File: src/rtl/oam_dma_engine.sv
// Sprite DMA master: copies one LEN-byte page of main memory into PPU OAM on a CPU trigger.
// Latency: ALIGN_CYCLES + LEN + READ_LAT busy cycles per transfer, one OAM write per cycle once the pipeline fills.
// Backpressure: none accepted; the CPU is halted via o_stall, and triggers while busy are dropped.
//
// Ports:
//   i_clk, i_reset          clock, asynchronous active-high reset
//   i_trig, i_trig_page,    CPU strobe to the DMA page register; page and current
//   i_oam_start             OAMADDR are captured with it
//   o_rd_active, o_raddr    memory read port ownership and address
//   i_rdata                 memory read data, READ_LAT cycles after o_raddr
//   o_stall, o_busy         CPU halt / transfer in progress
//   o_oam_wen, o_oam_waddr, o_oam_wdata   OAM write port
//   o_done                  one-cycle completion pulse (first idle cycle)
module oam_dma_engine #(
    parameter int unsigned LEN          = 256,
    parameter int unsigned READ_LAT     = 1,
    parameter int unsigned ALIGN_CYCLES = 1
) (
    input  logic        i_clk,
    input  logic        i_reset,
    input  logic        i_trig,
    input  logic [7:0]  i_trig_page,
    input  logic [7:0]  i_oam_start,
    output logic        o_rd_active,
    output logic [15:0] o_raddr,
    input  logic [7:0]  i_rdata,
    output logic        o_stall,
    output logic        o_oam_wen,
    output logic [7:0]  o_oam_waddr,
    output logic [7:0]  o_oam_wdata,
    output logic        o_busy,
    output logic        o_done
);

    typedef enum logic [1:0] {
        S_IDLE  = 2'd0,
        S_ALIGN = 2'd1,
        S_READ  = 2'd2,
        S_DRAIN = 2'd3
    } state_t;

    // Terminal counts for each timed phase. ALIGN_CYCLES=0 never reaches S_ALIGN,
    // so its terminal value is irrelevant in that build.
    localparam bit       HAS_ALIGN   = (ALIGN_CYCLES != 0);
    localparam logic [7:0] ALIGN_LAST = HAS_ALIGN ? 8'(ALIGN_CYCLES - 1) : 8'd0;
    localparam logic [7:0] READ_LAST  = 8'(LEN - 1);
    localparam logic [7:0] DRAIN_LAST = 8'(READ_LAT - 1);

    state_t      r_state;
    state_t      w_next;
    // Shared phase counter; during S_READ it is the 8-bit source index, so it
    // can never carry into the page byte.
    logic [7:0]  r_cnt;
    logic [7:0]  r_page;
    logic [7:0]  r_start;
    logic        r_done;

    // Write pipeline: stage i holds the read issued i+1 cycles ago. The last
    // stage lines up with the memory returning that read's data.
    logic [READ_LAT-1:0] r_pipe_vld;
    logic [7:0]          r_pipe_addr [READ_LAT];

    logic w_accept;
    logic w_phase_last;

    assign w_accept = (r_state == S_IDLE) && i_trig;

    always_comb begin
        w_phase_last = 1'b0;
        case (r_state)
            S_ALIGN: w_phase_last = (r_cnt == ALIGN_LAST);
            S_READ:  w_phase_last = (r_cnt == READ_LAST);
            S_DRAIN: w_phase_last = (r_cnt == DRAIN_LAST);
            default: w_phase_last = 1'b0;
        endcase
    end

    // ---------------- FSM: state register ----------------
    always_ff @(posedge i_clk or posedge i_reset) begin
        if (i_reset) begin
            r_state <= S_IDLE;
        end else begin
            r_state <= w_next;
        end
    end

    // ---------------- FSM: next-state logic ----------------
    always_comb begin
        w_next = r_state;
        case (r_state)
            S_IDLE: begin
                if (i_trig) begin
                    w_next = HAS_ALIGN ? S_ALIGN : S_READ;
                end
            end
            S_ALIGN: if (w_phase_last) w_next = S_READ;
            S_READ:  if (w_phase_last) w_next = S_DRAIN;
            S_DRAIN: if (w_phase_last) w_next = S_IDLE;
            default: w_next = S_IDLE;
        endcase
    end

    // ---------------- FSM: outputs ----------------
    always_comb begin
        o_rd_active = (r_state == S_READ);
        o_raddr     = o_rd_active ? {r_page, r_cnt} : 16'h0000;
        o_stall     = (r_state != S_IDLE);
        o_busy      = (r_state != S_IDLE);
        o_oam_wen   = r_pipe_vld[READ_LAT-1];
        // Data and address are forced to zero outside write slots so the OAM
        // bus is quiet whenever no byte is being delivered.
        o_oam_waddr = o_oam_wen ? r_pipe_addr[READ_LAT-1] : 8'h00;
        o_oam_wdata = o_oam_wen ? i_rdata : 8'h00;
        o_done      = r_done;
    end

    // ---------------- Datapath ----------------
    always_ff @(posedge i_clk or posedge i_reset) begin
        if (i_reset) begin
            r_cnt   <= 8'h00;
            r_page  <= 8'h00;
            r_start <= 8'h00;
            r_done  <= 1'b0;
        end else begin
            // Counter restarts on every phase change, otherwise counts while busy.
            if (w_next != r_state) begin
                r_cnt <= 8'h00;
            end else if (r_state != S_IDLE) begin
                r_cnt <= r_cnt + 8'h01;
            end

            // Page and start are only captured on an accepted trigger, so a
            // trigger arriving mid-transfer leaves them untouched.
            if (w_accept) begin
                r_page  <= i_trig_page;
                r_start <= i_oam_start;
            end

            // Registered so the pulse lands in the first idle cycle, when
            // stall/busy are already low.
            r_done <= (r_state == S_DRAIN) && w_phase_last;
        end
    end

    always_ff @(posedge i_clk or posedge i_reset) begin
        if (i_reset) begin
            r_pipe_vld <= '0;
            for (int i = 0; i < int'(READ_LAT); i++) begin
                r_pipe_addr[i] <= 8'h00;
            end
        end else begin
            r_pipe_vld[0]  <= (r_state == S_READ);
            // OAM address wraps modulo 256 naturally in 8 bits.
            r_pipe_addr[0] <= r_start + r_cnt;
            for (int i = 1; i < int'(READ_LAT); i++) begin
                r_pipe_vld[i]  <= r_pipe_vld[i-1];
                r_pipe_addr[i] <= r_pipe_addr[i-1];
            end
        end
    end

endmodule
File: config.mk
export PLATFORM = sky130hd
export DESIGN_NAME = oam_dma_engine
export DESIGN_NICKNAME = d
export VERILOG_FILES = /design/src/rtl/oam_dma_engine.sv
export SDC_FILE = /design/constraint.sdc
export NUM_CORES = 1
export LEC_CHECK = 0
export ABC_AREA = 0
export CAP_MARGIN = 40
export CORE_UTILIZATION = 41
export DETAILED_ROUTE_END_ITERATION = 8
export HOLD_SLACK_MARGIN = 0.08
export PLACE_DENSITY = 0.76
export SLEW_MARGIN = 10
export SYNTH_ARGS = -nofsm -noshare
export SYNTH_HDL_FRONTEND = slang
export SYNTH_SLANG_ARGS = --single-unit
File: constraint.sdc
create_clock -name i_clk -period 1.8 [get_ports i_clk]
set_clock_uncertainty 0.2 [all_clocks]
set_input_delay 0.18 -clock i_clk [delete_from_list [all_inputs] [get_ports i_clk]]
set_output_delay 0.18 -clock i_clk [all_outputs]
set_load 0.005 [all_outputs]
==> summary.md, run 1 <==
| Metric | Value |
|---|---|
| Outcome | finished, violations left |
| Violated checks | negative setup slack |
| Mapped Avg Cell Area | 10.7 sq um |
| CTS Buffer Depth | 2 |
| Gr usage total | 0.200 |
| GR Util met2 | 0.324 |
| Congestion Overflow GR | 0 |
| Met1 Use GR | 0.240 |
| Layout cells sized above 1 | 0.340 |
| Mapped cell area | 1910 sq um |
| Syn nets | 215 |
| Share of Yosys cell area claimed by the top area cell type | 0.472 |
| Hold buffer count at cts | 0 |
| Num ports | 64 |
| Post-Route WL | 4890 um |
| Worst Path Required | 1.42 ns |
| Worst skew pair latency | 0.30 ns |
| Worst-path clk slew | 0.08 ns |
| Num rows | 24 |
| Min Hold Slack | 0.0981 ns |
| P_leak | 1.55 nW |
| Worst reg2reg path depth | 7 |
| TritonCTS buffer count | 5 |
| RePlAce Congestion | 0.869 |
| Crit path capture type | output pin |
| RSZ-0062 raised after global routing | true |
| Most common cell after layout, fill and taps aside | buf_4 |
| Pin count of the biggest net entering global routing | 37 |
| CP Max Fanout | 3 |
| Met3 Usage GRT | 0.0664 |
| P_sw | 1.70 mW |
| Diode count | 0 |
| Sink Count | 36 |
| Critical path, cell by cell | buf_4, inv_2, buf_4, buf_4, nor2_2, clkdlybuf4s15_2 |
| Starting DRT DRC Count | 70 |
| R2R setup slack | -0.06 ns |
| Logic pwr share | 0.539 |
| Relative slew margins | 0.691 |
| Synth area leaders | dfrtp_1 (47%), and2_1 (11%), mux2_1 (8.8%) |
| Die area | 4930 sq um |
| Synth Instances | 178 |
| Fmax | 0.537 GHz |
| Global-route wire length before repair | 7500 um |
| Fin worst setup slack | -0.0606 ns |
| Core area | 4410 sq um |
| Starting density of the core | 0.433 |
| FF-to-FF End | r_cnt[4]$_DFFE_PP0P_ |
| Worst path most repeated cell | buf_4 |
| Largest family of logic cells by synthesized area | simple AND/OR/NAND/NOR gates |
| Seq pwr share | 0.271 |
| Hold Crit Class | in2async |
| Port buffer count | 63 |
| Pwr dens | 1640 nW/um^2 |
| Area leader, netlist | dfrtp_1 |
| Post-synthesis adder-cell area fraction | 0.0695 |
| Most frequent cells in the layout | buf_4 (35), dfrtp_1 (31), and2_1 (29), clkdlybuf4s50_1 (28), mux2_1 (15) |
| Count of different cell masters after synthesis | 34 |
| DRC | 0 |
| Slew Viols, Final | 0 |
| Die W | 70.2 um |
| Placed instance area | 2760 sq um |
| CTS tree | done |
| R2R Path Start | r_cnt[0]$_DFFE_PP0P_ |
| Vias in the first global route | 1637 |
| Via count | 1667 |
| Period utilisation layout | 1.03 |
| Worst Tran Pin Value | 0.463 ns |
| TNS Setup | -0.429 ns |
| Critical Path AT | 1.48 ns |
| Critical path class | reg2out |
| DR vias/cell | 4.95 |
| Design area | 3180 sq um |
| Routed Antenna Nets | 0 |
| VDD IR max | 0.00119 V |
| Post-synthesis compound-gate area fraction | 0.0570 |
| Die Y | 70.2 um |
| Post-Synth Simple-Gate Area | 0.220 |
| DRT Pass-1 Iters | 4 |
| Clock network power share | 0.190 |
| Area growth syn-to-layout | 66.7% |
| Core Util, Final | 0.721 |
| Cell-internal power | 3.52 mW |
| Routed len/inst | 14.5 um |
| YS warnings | 0 |
| Sw Ratio | 0.326 |
| Startpoint class of the critical path | register |
| Post-synthesis sequential area ratio | 0.472 |
| Initial antenna violation count | 0 |
| Seq cells post-synth | 36 |
| Xor/xnor cell area share of the yosys netlist | 0.0550 |
| Gr busiest metal | met2 |
| PnR Total Power | 5.22 mW |
| Final hold viol count | 0 |
| Fin crit period | 1.86 ns |
| Critical Path Max Stage Delay | 0.40 ns |
| Mux cell area share after synthesis | 0.0885 |
| Clock root cell | clkbuf_8 |
| Number of max-cap violations | 0 |
| Htree depth | 2 |
| Nets@finish | 321 |
| CP max stage cell | dfrtp_1 |
| Setup violations, final | 11 |
| Dpl hpwl | 3150 um |
[per-layer routing]
metal,vias to the layer above,wire [um]
li1,811,-
met1,789,2110
met3,12,286
met4,0,134
met5,-,0
met2,55,2370
[how the worst max path moves through the flow]
stage | from | endpoint | slack (ns)
6_report | r_cnt[0]$_DFFE_PP0P_ | o_raddr[0] | -0.06
5_1_grt | r_cnt[0]$_DFFE_PP0P_ | r_pipe_addr[6]$_DFF_PP0_ | -0.12
4_1_cts | r_state[1]$_DFF_PP0_ | o_raddr[13] | -0.07
3_5_place_dp | r_cnt[1]$_DFFE_PP0P_ | r_cnt[4]$_DFFE_PP0P_ | -0.14
3_3_place_gp | r_cnt[1]$_DFFE_PP0P_ | r_cnt[2]$_DFFE_PP0P_ | -0.09
2_1_floorplan | r_cnt[1]$_DFFE_PP0P_ | r_cnt[3]$_DFFE_PP0P_ | 0.007
[Yosys cell counts]
cell / instances
nor4_1: 2
and2_1: 33
nor3_1: 3
and3_1: 2
a211oi_1: 1
nand2b_1: 1
nor2_1: 7
o21bai_1: 1
a21oi_1: 3
o2111ai_1: 2
inv_1: 10
xnor2_1: 8
o21a_1: 2
nor2_2: 6
nand2_1: 9
xor2_1: 4
or3_1: 4
ha_1: 9
mux2_1: 15
clkbuf_1: 2
o41ai_1: 1
nor4bb_1: 1
fa_1: 1
dfrtp_1: 36
o21ai_1: 1
buf_2: 2
buf_6: 1
nand4_1: 1
nor2b_1: 2
a211o_1: 1
buf_4: 1
o211ai_1: 2
nand3_1: 3
o32ai_1: 1
[final cells by class]
| cell class | count | area (sq um) |
|---|---|---|
| Sequential cell | 36 | 907 |
| Timing Repair Buffer | 105 | 933 |
| Clock buffer | 5 | 68.8 |
| Multi-Input combinational cell | 126 | 1080 |
| Fill cell | 299 | 1230 |
| Clock inverter | 3 | 90.1 |
| Tap cell | 52 | 65.1 |
| Inverter | 10 | 40.0 |
[state kept, by name, indices dropped and copies added, names as in the netlist]
| signal | cells |
|---|---|
| r_state | 2 |
| o_oam_wen | 1 |
| r_pipe_addr | 8 |
| r_page | 8 |
| r_cnt | 8 |
| r_start | 8 |
| o_done | 1 |
[worst max-delay path, delay by kind of cell, from the launching register on]
kind                   cells  cell delay [ns]
buffers and inverters      5             0.67
DFF                        1             0.40
and+or+nand+nor            1             0.11
[power groups by stage]
stage | clock [mW] | sequential [mW] | combinational [mW]
finish | 0.991 | 1.41 | 2.82
floorplan | 0 | 1.35 | 1.23
detailed placement | 0 | 1.42 | 2.28
global route | 1.05 | 1.46 | 3.10
CTS | 1.01 | 1.38 | 2.53
global placement | 0 | 1.41 | 2.24
[through the flow]
step                setup WS [ns]  std cells
floorplan                 0.00660        178
global placement          -0.0865        312
detailed placement         -0.143        312
CTS                       -0.0747        331
global route               -0.118        337
finish                    -0.0606        337
[cell families (layout without fill, tap and decap cells)]
group / after synthesis / after routing
AO/OA/AOI/OAI: 15 / 15
XOR/XNOR: 12 / 12
adder cells (fa/ha/maj): 10 / 10
buffers and inverters: 16 / 123
flip-flops: 36 / 36
multiplexers: 15 / 15
AND/OR/NAND/NOR: 74 / 74
[what timing repair did]
item	in CTS	in global routing
setup endpoints to repair	47	47
pin swaps	12	12
resized for setup	68	43
buffers inserted	11	6
(Power assumes the default switching activity.)
==> run 2: changes to the inputs <==
- HOLD_SLACK_MARGIN: 0.08 -> 0.05
==> results of run 2 <==
No change in the layout: final DEF, timing and power equal those of run 1.
